==> src/rtl/reg_share_arb_pkg.sv <==
// Shared definitions for the round-robin register-sharing arbiter.
package reg_share_arb_pkg;

    localparam int unsigned DefN     = 4;
    localparam int unsigned DefWidth = 8;

    // StLocked is only reachable when the lock feature is compiled in.
    typedef enum logic [1:0] {
        StIdle,
        StGap,
        StLocked
    } arb_state_e;

    // Ceiling log2 with a floor of 1, so a 2-requester index still has one bit.
    function automatic int unsigned clog2(input int unsigned v);
        int unsigned r;
        r = 1;
        while ((32'd1 << r) < v) begin
            r = r + 1;
        end
        return r;
    endfunction

endpackage

==> src/rtl/reg_share_arbiter_rr_pick.sv <==
// Combinational rotate-priority picker: first set req scanning from ptr upward, wrapping mod N.
module reg_share_arbiter_rr_pick
    import reg_share_arb_pkg::*;
#(
    parameter int unsigned N    = DefN,
    parameter int unsigned IdxW = clog2(N)
) (
    input  logic [N-1:0]    req,
    input  logic [IdxW-1:0] ptr,
    output logic [N-1:0]    gnt,
    output logic [IdxW-1:0] idx,
    output logic            any
);

    // Walk the N candidates in priority order and keep the first requester.
    always_comb begin
        gnt = '0;
        idx = '0;
        any = 1'b0;
        for (int unsigned k = 0; k < N; k++) begin
            logic [IdxW:0] s;
            s = {1'b0, ptr} + (IdxW + 1)'(k);
            if (s >= (IdxW + 1)'(N)) begin
                s = s - (IdxW + 1)'(N);
            end
            if (!any && req[s[IdxW-1:0]]) begin
                any               = 1'b1;
                gnt[s[IdxW-1:0]]  = 1'b1;
                idx               = s[IdxW-1:0];
            end
        end
    end

endmodule

==> src/rtl/reg_share_arbiter.sv <==
// Round-robin arbiter sharing one WIDTH-bit register among N requesters.
// Optional owner lock: define REG_SHARE_ARB_LOCK_EN to add the lock port and LOCKED state.
module reg_share_arbiter
    import reg_share_arb_pkg::*;
#(
    parameter int unsigned N     = DefN,
    parameter int unsigned WIDTH = DefWidth,
    parameter int unsigned GAP   = 0,
    localparam int unsigned IdxW = clog2(N)
) (
    input  logic              c,
    input  logic              rst,
    input  logic [N-1:0]      req,
    input  logic [N*WIDTH-1:0] wdata,
`ifdef REG_SHARE_ARB_LOCK_EN
    input  logic [N-1:0]      lock,
`endif
    output logic [N-1:0]      gnt,
    output logic [WIDTH-1:0]  q,
    output logic [IdxW-1:0]   owner,
    output logic              wr_valid
);

    arb_state_e       state_q, state_d;
    logic [IdxW-1:0]  ptr_q, ptr_d;
    logic [3:0]       gap_cnt_q, gap_cnt_d;
    logic [WIDTH-1:0] q_q;
    logic [IdxW-1:0]  owner_q;
    logic             wr_valid_q;

    logic [N-1:0]     pick_gnt;
    logic [IdxW-1:0]  pick_idx;
    logic             pick_any;
    logic             wr;
    logic [IdxW-1:0]  wr_idx;
    logic [WIDTH-1:0] wr_data;

    function automatic logic [IdxW-1:0] next_idx(input logic [IdxW-1:0] i);
        return (i == IdxW'(N - 1)) ? '0 : i + 1'b1;
    endfunction

    reg_share_arbiter_rr_pick #(
        .N    (N),
        .IdxW (IdxW)
    ) u_pick (
        .req (req),
        .ptr (ptr_q),
        .gnt (pick_gnt),
        .idx (pick_idx),
        .any (pick_any)
    );

    // Next-state, grant and write-select decode; grant is forced low while in reset.
    always_comb begin
        state_d   = state_q;
        ptr_d     = ptr_q;
        gap_cnt_d = gap_cnt_q;
        gnt       = '0;
        wr        = 1'b0;
        wr_idx    = pick_idx;
        unique case (state_q)
            StIdle: begin
                if (pick_any) begin
                    gnt   = pick_gnt;
                    wr    = 1'b1;
                    ptr_d = next_idx(pick_idx);
`ifdef REG_SHARE_ARB_LOCK_EN
                    if (lock[pick_idx]) begin
                        state_d = StLocked;
                        ptr_d   = ptr_q;
                    end else
`endif
                    if (GAP > 0) begin
                        state_d   = StGap;
                        gap_cnt_d = '0;
                    end
                end
            end
            StGap: begin
                if (32'(gap_cnt_q) + 32'd1 >= GAP) begin
                    state_d   = StIdle;
                    gap_cnt_d = '0;
                end else begin
                    gap_cnt_d = gap_cnt_q + 4'd1;
                end
            end
            StLocked: begin
`ifdef REG_SHARE_ARB_LOCK_EN
                if (req[owner_q] && lock[owner_q]) begin
                    gnt[owner_q] = 1'b1;
                    wr           = 1'b1;
                    wr_idx       = owner_q;
                end else begin
                    ptr_d = next_idx(owner_q);
                    if (GAP > 0) begin
                        state_d   = StGap;
                        gap_cnt_d = '0;
                    end else begin
                        state_d = StIdle;
                    end
                end
`else
                state_d = StIdle;
`endif
            end
            default: state_d = StIdle;
        endcase
        if (!rst) begin
            gnt = '0;
        end
    end

    // Select the winner's data slice; wdata never feeds the grant path.
    always_comb begin
        wr_data = '0;
        for (int unsigned i = 0; i < N; i++) begin
            if (wr_idx == IdxW'(i)) begin
                wr_data = wdata[i*WIDTH +: WIDTH];
            end
        end
    end

    // State, pointer and shared register; reset discards any write pending at that edge.
    always_ff @(posedge c) begin
        if (!rst) begin
            state_q    <= StIdle;
            ptr_q      <= '0;
            gap_cnt_q  <= '0;
            q_q        <= '0;
            owner_q    <= '0;
            wr_valid_q <= 1'b0;
        end else begin
            state_q    <= state_d;
            ptr_q      <= ptr_d;
            gap_cnt_q  <= gap_cnt_d;
            wr_valid_q <= wr;
            if (wr) begin
                q_q     <= wr_data;
                owner_q <= wr_idx;
            end
        end
    end

    assign q        = q_q;
    assign owner    = owner_q;
    assign wr_valid = wr_valid_q;

endmodule

==> config.mk <==
export PLATFORM = sky130hd
export DESIGN_NAME = reg_share_arbiter
export DESIGN_NICKNAME = d
export VERILOG_FILES = /design/src/rtl/reg_share_arb_pkg.sv /design/src/rtl/reg_share_arbiter_rr_pick.sv /design/src/rtl/reg_share_arbiter.sv
export SDC_FILE = /design/constraint.sdc
export NUM_CORES = 1
export LEC_CHECK = 0
export CORE_MARGIN = 3
export CORE_UTILIZATION = 23
export CTS_CLUSTER_DIAMETER = 30
export DETAILED_ROUTE_END_ITERATION = 8
export SLEW_MARGIN = 0
export SYNTH_ARGS = -nofsm -noshare
export SYNTH_HDL_FRONTEND = slang
export SYNTH_HIERARCHICAL = 1
export SYNTH_SLANG_ARGS = --single-unit
export TNS_END_PERCENT = 10
==> constraint.sdc <==
create_clock -name c -period 8.02 [get_ports c]
set_input_delay 1.203 -clock c [delete_from_list [all_inputs] [get_ports c]]
set_output_delay 1.203 -clock c [all_outputs]
set_load 0.05 [all_outputs]
==> results.json, run 1 <==
{
  "core-area_um2": 4820,
  "finalSetupViolCount": 0,
  "syn_nets": 170,
  "power.density_nw_per_um2": 405,
  "drt_iter0_drc": 91,
  "initial_core_util_pct": 24.2,
  "grt-ovfl-total": 0,
  "worst_path_max_delay_cell": "clkdlybuf4s50_1",
  "cts.sinks": 13,
  "status": "completed",
  "wl_per_cell_um": 14.3,
  "grt_max_degree": 20,
  "clk_pin_slew_ps": 50,
  "yosys.area.top_type_share_pct": 22.3,
  "leakage_uw": 0.000644,
  "antenna_found_initial": 0,
  "cp_common_cell": "clkdlybuf4s50_1",
  "timing.hold.ws_ps": 476,
  "path_delay_family": "buffers and inverters",
  "synth_cell_types": 36,
  "ys_ff_latch": 13,
  "hold_path_class": "register to register",
  "end_kind": "output port",
  "rsz0062_at_grt": "false",
  "synth_ff_type": "dfxtp_1",
  "htreeDepth": 1,
  "nets": 218,
  "yosysMostFrequentCell": "a22oi_1",
  "worstSkewPairLatency_ps": 240,
  "row_count": 25,
  "synth-async-reset-ratio_pct": 0,
  "tns_ps": 0,
  "peakVddDrop_mv": 0.149,
  "slew_headroom_pct": 46.6,
  "drt_pass1_iterations": 4,
  "synth_top_area_cell": "dfxtp_1",
  "io-pin-count": 53,
  "wl_um": 3390,
  "fill_cells": 510,
  "viasPerCell": 4.96,
  "cp.arrival_ps": 4150,
  "clockBufferDepth": 2,
  "dieHeight_um": 77.2,
  "ant_nets": 0,
  "cp_cell_sequence": "clkdlybuf4s50_1 -> mux4_2 -> nor3_1 -> nand2b_1 -> and3_1 -> clkdlybuf4s50_1",
  "cts_setup_buffers": 0,
  "final_util_pct": 36.4,
  "max_stage_delay_ps": 700,
  "period_minus_slack_ps": 5350,
  "netlist_top_cells_area": "dfxtp_1, a22oi_1, ha_1",
  "cts-root-buf": "clkbuf_8",
  "die_area_um2": 5960,
  "worst_pin_slew_ps": 802,
  "synth_cells": 123,
  "drive_gt1_share_pct": 5.88,
  "cts_inserted_buffers": 3,
  "cts_tree": "done",
  "min_period_over_period_pct": 66.7,
  "critPathLaunchType": "input port",
  "path_buf_inv": 2,
  "cts.repair.resized": 0,
  "vias": 1176,
  "syn_area_um2": 1170,
  "num_antenna_cells": 0,
  "cp_max_fo": 19,
  "fmax_mhz": 187,
  "syn_area_per_cell_um2": 9.48,
  "finalHoldViolCount": 0,
  "yosysWarnings": 6,
  "synth_edf_count": 0,
  "worstSetupPathType": "input port to output port",
  "cts_hold_buffers": 0,
  "drc": 0,
  "skew_ps": 7.09,
  "port_buffers": 52,
  "dp_hpwl_um": 2580,
  "synth_common_cells": "a22oi_1, dfxtp_1, ha_1, a21oi_1, o221ai_1",
  "grt_first_pass_wirelength_um": 5560,
  "fp.dieW_um": 77.2,
  "grt_pass1_vias": 1178,
  "slew_viol_final": 0,
  "routabilityCongestion": 0.765,
  "cp.required_ps": 6820,
  "syn2layout_area_growth_pct": 50.2,
  "yosysSeqAreaShare_pct": 22.3,
  "cap_violations": 0,
  "grt_usage_pct": 11.3
}
worst paths after layout:
path	from	to	slack, ps	cells after the start
worst max-delay path	req[3]	gnt[2]	2670	6
worst min-delay path	q[6]$_SDFFE_PN0P_	q[6]$_SDFFE_PN0P_	480	2
worst max register to register	ptr_q[0]$_SDFFE_PN0P_	q[5]$_SDFFE_PN0P_	4270	10
worst min register to register	q[6]$_SDFFE_PN0P_	q[6]$_SDFFE_PN0P_	480	2
per-stage QoR:
stage                     total power, uW  setup slack (ps)  instance area [um2]  std cells
after floorplan                       538              4050                 1170        123
after global placement                653              2730                 1710        233
after detailed placement              654              2680                 1710        233
after CTS                             714              2680                 1750        237
after global routing                  771              2510                 1750        237
final                                 709              2670                 1750        237
cell families (layout without fill, tap and decap cells):
logic type	Yosys count	after routing	synth area share [%]
muxes	10	10	13.6
and+or+nand+nor	26	26	16.0
buffers and inverters	16	63	7.72
adders and majority gates	9	9	9.66
AOI/OAI and AO/OA	49	49	30.7
DFF	13	13	22.3
registers in the layout (all words and copies together), names as in the netlist:
name / flops
q: 8
owner: 2
ptr_q: 2
wr_valid: 1
report_power, final:
| part | total (uW) | switching [uW] | internal [uW] |
|---|---|---|---|
| clock network | 58.7 | 23.6 | 35.0 |
| logic | 534 | 311 | 223 |
| registers | 117 | 26.5 | 90.4 |
| total | 709 | 361 | 348 |
cell type report:
type / count / area (um2) / share of cell area [%]
Tap cell: 67 / 83.8 / 4.79
Sequential cell: 13 / 260 / 14.9
Multi-Input combinational cell: 94 / 816 / 46.6
Inverter: 7 / 26.3 / 1.50
Clock buffer: 4 / 45.0 / 2.57
Timing Repair Buffer: 52 / 520 / 29.7
metal layers:
layer,part of all wire [%],GRT usage [%],vias to the layer above
met3,4.2,3.29,0
li1,-,-,592
met5,0,0,-
met2,48,18.3,28
met4,0,0.534,0
met1,48,15.5,556
cells in the final DEF (no fill, tap or decap), drive strengths merged:
cell           netlist  routed
clkdlybuf4s50        0      52
a22oi               15      15
dfxtp               13      13
ha                   9       9
o221ai               8       8
a21oi                8       8
a221oi               7       7
inv                  7       7
nor2b                6       6
o21ai                6       6
mux2i                5       5
and3                 4       4
clkbuf               2       4
mux4                 4       4
nor2                 3       3
nor3b                3       3
nand2                2       2
nand2b               2       2
and2                 1       1
and3b                1       1
a2111oi              1       1
o32ai                1       1
and2b                1       1
o31ai                1       1
nor4b                1       1
nor3                 1       1
mux2                 1       1
o211ai               1       1
nor4                 1       1
a32o                 1       1
worst min-delay path: stages (launching register included):
cell     delay, ps
dfxtp_1        300
nand2_1         50
o32ai_1         70
No activity file was read; power rests on OpenSTA's default activity.
==> run 2, diff against run 1 <==
- clock period: 8.02 -> 5.4 ns (I/O delays scaled with it)
==> results.json, run 2 (synthesized netlist as in run 1, its figures left out) <==
{
  "cts_setup_buffers": 0,
  "period_minus_slack_ps": 4360,
  "viasPerCell": 5.09,
  "initial_core_util_pct": 24.2,
  "cp_cell_sequence": "clkdlybuf4s50_1 -> mux4_2 -> nor4b_4 -> a22oi_1 -> o21ai_0 -> and3_1 -> clkdlybuf4s50_1",
  "critPathLaunchType": "input port",
  "grt_first_pass_wirelength_um": 5820,
  "slew_viol_final": 0,
  "crit_start": "req[3]",
  "p_switching_uw": 538,
  "cts_hold_buffers": 0,
  "dieHeight_um": 77.2,
  "cp_max_fo": 13,
  "grt-ovfl-total": 0,
  "worst_path_max_delay_cell": "clkdlybuf4s50_1",
  "dp_hpwl_um": 2630,
  "skew_ps": 1.25,
  "clk_pin_slew_ps": 60,
  "clockPowerShare_pct": 8.3,
  "wl_um": 3490,
  "postLayoutCellArea_um2": 1760,
  "peakVddDrop_mv": 0.262,
  "final_util_pct": 36.5,
  "htreeDepth": 1,
  "num_antenna_cells": 0,
  "grt_max_degree": 19,
  "tns_ps": 0,
  "io-pin-count": 53,
  "fp.dieW_um": 77.2,
  "status": "completed",
  "routabilityCongestion": 0.764,
  "max_stage_delay_ps": 800,
  "cts_tree": "done",
  "drive_gt1_share_pct": 6.43,
  "drc": 0,
  "row_count": 25,
  "seq_power_share_pct": 16.4,
  "hold_path_class": "register to register",
  "rsz0062_at_grt": "false",
  "cts.sinks": 13,
  "placed_area_um2": 1710,
  "worst_pin_slew_ps": 679,
  "end_kind": "output port",
  "worstSetupPathType": "input port to output port",
  "timing.hold.ws_ps": 489,
  "ant_nets": 0,
  "r2r-start": "ptr_q[0]$_SDFFE_PN0P_",
  "wl_per_cell_um": 14.6,
  "cp.arrival_ps": 3550,
  "finalSetupViolCount": 0,
  "leakage_uw": 0.000648,
  "largest_reg_flops": 8,
  "mostFrequentLayoutCell": "clkdlybuf4s50_1",
  "drt_pass1_iterations": 4,
  "core-area_um2": 4820,
  "internal_power_uw": 520,
  "port_buffers": 52,
  "cts.repair.resized": 0,
  "power.total_uw": 1060,
  "power_frac_comb_pct": 75.3,
  "die_area_um2": 5960,
  "vias": 1211,
  "cp_common_cell": "clkdlybuf4s50_1",
  "slew_headroom_pct": 54.3,
  "min_period_over_period_pct": 80.8,
  "clockBufferDepth": 2,
  "holdCritStartpoint": "q[6]$_SDFFE_PN0P_",
  "syn2layout_area_growth_pct": 50.9,
  "p_sw_share_pct": 50.8,
  "grt_pass1_vias": 1194,
  "fmax_mhz": 229,
  "cts_inserted_buffers": 3,
  "worstSkewPairLatency_ps": 240,
  "cts-root-buf": "clkbuf_8",
  "grt_usage_pct": 11.9,
  "power.density_nw_per_um2": 601,
  "cap_violations": 0,
  "nets": 219,
  "antenna_found_initial": 0,
  "drt_iter0_drc": 69,
  "finalHoldViolCount": 0,
  "cp.required_ps": 4590,
  "layout_common_cells": "clkdlybuf4s50_1, a22oi_1, dfxtp_1"
}
==> run 2: changes by cell type in the layout (fill, tap and decap cells not counted), sizes merged <==
| cell | previous run | this run |
|---|---|---|
| buf | 0 | 1 |
==> run 2: power groups by stage <==
stage                     registers [uW]  logic, uW  clock network, uW
final                                173        797               87.7
after CTS                            173        803               90.6
after floorplan                      256        543                  0
after detailed placement             175        801                  0
after global routing                 180        882               96.1
after global placement               175        800                  0
==> run 2: cell type report <==
type	count	area, um2
Multi-Input combinational cell	94	816
Timing Repair Buffer	53	528
Tap cell	67	83.8
Clock buffer	4	45.0
Inverter	7	26.3
Sequential cell	13	260
Fill cell	518	3060
==> run 2: final timing paths <==
path,to,slack [ps],cells past startpoint
worst min register to register,q[6]$_SDFFE_PN0P_,490,2
worst max-delay path,gnt[3],1040,7
worst min-delay path,q[6]$_SDFFE_PN0P_,490,2
worst max register to register,q[2]$_SDFFE_PN0P_,1640,11
==> run 2: routing by layer <==
metal	part of all wire [%]	wire, um	global-route usage [%]	vias to the layer above
li1	-	-	-	597
met1	46	1620	16.1	570
met2	47	1630	18.0	42
met3	6.3	219	4.58	2
met4	0.34	12	2.14	0
met5	0	0	0	-
==> run 2: stage by stage <==
step / std cells / worst slack [ps]
global placement: 234 / 1100
floorplan: 123 / 2220
global route: 238 / 845
CTS: 238 / 1030
detailed placement: 234 / 1030
finish: 238 / 1040
==> run 2: critical path: cells and delay by family <==
kind	cells	cell delay [ps]
buf+inv	2	1280
mux	1	640
simple gates	2	610
compound gates	2	210
==> run 3, diff against run 2 <==
- clock period: 5.4 -> 3.65 ns (I/O delays scaled with it)
==> results.json, run 3 (synthesized netlist as in run 1, its figures left out) <==
{
  "power_frac_comb_pct": 77.0,
  "port_buffers": 52,
  "syn2layout_area_growth_pct": 53.3,
  "drt_pass1_iterations": 4,
  "core-area_um2": 4820,
  "wl_per_cell_um": 14.1,
  "skew_ps": 2.30,
  "worstSetupPathType": "input port to register",
  "worstSkewPairLatency_ps": 240,
  "nets": 224,
  "fill_cells": 510,
  "critPathLaunchType": "input port",
  "cp.arrival_ps": 3510,
  "viasPerCell": 4.92,
  "dp_hpwl_um": 2670,
  "hold_path_class": "register to register",
  "layout_common_cells": "clkdlybuf4s50_1, a22oi_1, dfxtp_1",
  "reg2reg_depth": 10,
  "cp.required_ps": 3820,
  "io-pin-count": 53,
  "power.density_nw_per_um2": 898,
  "finalHoldViolCount": 0,
  "crit_start": "req[3]",
  "routabilityCongestion": 0.792,
  "final_util_pct": 37.1,
  "period_minus_slack_ps": 3340,
  "htreeDepth": 1,
  "p_switching_uw": 795,
  "drc": 0,
  "max_stage_delay_ps": 650,
  "slew_headroom_pct": 64.8,
  "grt_usage_pct": 11.3,
  "power.total_uw": 1610,
  "grt_max_degree": 18,
  "seqCellArea_um2": 262,
  "holdPathStages": 2,
  "wl_um": 3430,
  "layout_setup_ws_ps": 312,
  "end_kind": "register",
  "cp_cell_sequence": "clkdlybuf4s50_1 -> mux4_2 -> nor4b_4 -> nor2_1 -> a32o_1 -> ha_1 -> nor3b_4 -> a22oi_1 -> a21oi_1",
  "cts-root-buf": "clkbuf_8",
  "drt_iter0_drc": 102,
  "grt_first_pass_wirelength_um": 5400,
  "clockPowerShare_pct": 7.9,
  "grt-ovfl-total": 0,
  "cts_inserted_buffers": 3,
  "peakVddDrop_mv": 0.446,
  "vias": 1195,
  "die_area_um2": 5960,
  "worst_pin_slew_ps": 526,
  "num_antenna_cells": 0,
  "largest_reg_flops": 8,
  "clockBufferDepth": 2,
  "fmax_mhz": 300,
  "row_count": 25,
  "cts_tree": "done",
  "timing.hold.ws_ps": 483,
  "drive_gt1_share_pct": 11.9,
  "finalSetupViolCount": 0,
  "fp.dieW_um": 77.2,
  "grt_pass1_vias": 1116,
  "initial_core_util_pct": 24.2,
  "status": "completed",
  "r2r-start": "ptr_q[0]$_SDFFE_PN0P_",
  "seq_power_share_pct": 15.1,
  "antenna_found_initial": 0,
  "tns_ps": 0,
  "dieHeight_um": 77.2,
  "cap_violations": 0,
  "ant_nets": 0,
  "internal_power_uw": 810,
  "p_sw_share_pct": 49.5,
  "leakage_uw": 0.000681,
  "cp_max_fo": 13,
  "multi_input_area_um2": 816,
  "rsz0062_at_grt": "false",
  "clk_pin_slew_ps": 50,
  "holdCritStartpoint": "q[6]$_SDFFE_PN0P_",
  "slew_viol_final": 0,
  "min_period_over_period_pct": 91.5,
  "post-place-ws_ps": 52.7,
  "mostFrequentLayoutCell": "clkdlybuf4s50_1",
  "cts.sinks": 13,
  "worst_path_max_delay_cell": "mux4_2",
  "cts_setup_buffers": 0
}
-- run 3: cell count changes in the layout (fill, tap and decap cells not counted) --
cell and change:
buf_4 +9, clkdlybuf4s50_1 -4, dfxtp_2 +1, dfxtp_1 -1
-- run 3: layout make-up --
class,instances,area share [%]
multi-input cells,94,45.6
repair buffers,58,31.1
flip-flops and latches,13,14.6
well taps,67,4.69
clock buffers,4,2.52
inverters,7,1.47
-- run 3: critical path, delay by kind of cell --
kind	cells	cell delay, ps
and+or+nand+nor	3	930
muxes	1	650
AOI/OAI and AO/OA	3	600
buffers and inverters	1	480
adders and majority gates	1	300
-- run 3: stage by stage --
| stage | instances | instance area, um2 |
|---|---|---|
| after floorplan | 123 | 1170 |
| after global placement | 239 | 1740 |
| after detailed placement | 239 | 1740 |
| after CTS | 243 | 1790 |
| after global routing | 243 | 1790 |
| final | 243 | 1790 |
-- run 3: timing repair --
action	4_1_cts	5_1_grt
setup endpoints to repair	0	1
hold buffers	0	0
resized for setup	0	1
-- run 3: final timing paths --
kind	endpoint	slack (ps)
max	q[4]$_SDFFE_PN0P_	310
min	q[6]$_SDFFE_PN0P_	480
max reg2reg	q[4]$_SDFFE_PN0P_	430
min reg2reg	q[6]$_SDFFE_PN0P_	480
-- run 3: routing by layer --
metal | track usage, % | up-vias | wire, um
li1 | - | 599 | -
met1 | 15.5 | 564 | 1670
met2 | 16.8 | 30 | 1560
met3 | 4.11 | 2 | 191
met4 | 2.14 | 0 | 12
met5 | 0 | - | 0
-- run 3: power groups by stage --
stage	combinational, uW	clock, uW	sequential (uW)
2_1_floorplan	803	0	379
3_3_place_gp	1250	0	245
3_5_place_dp	1240	0	245
4_1_cts	1250	131	242
5_1_grt	1340	142	251
6_report	1240	127	243
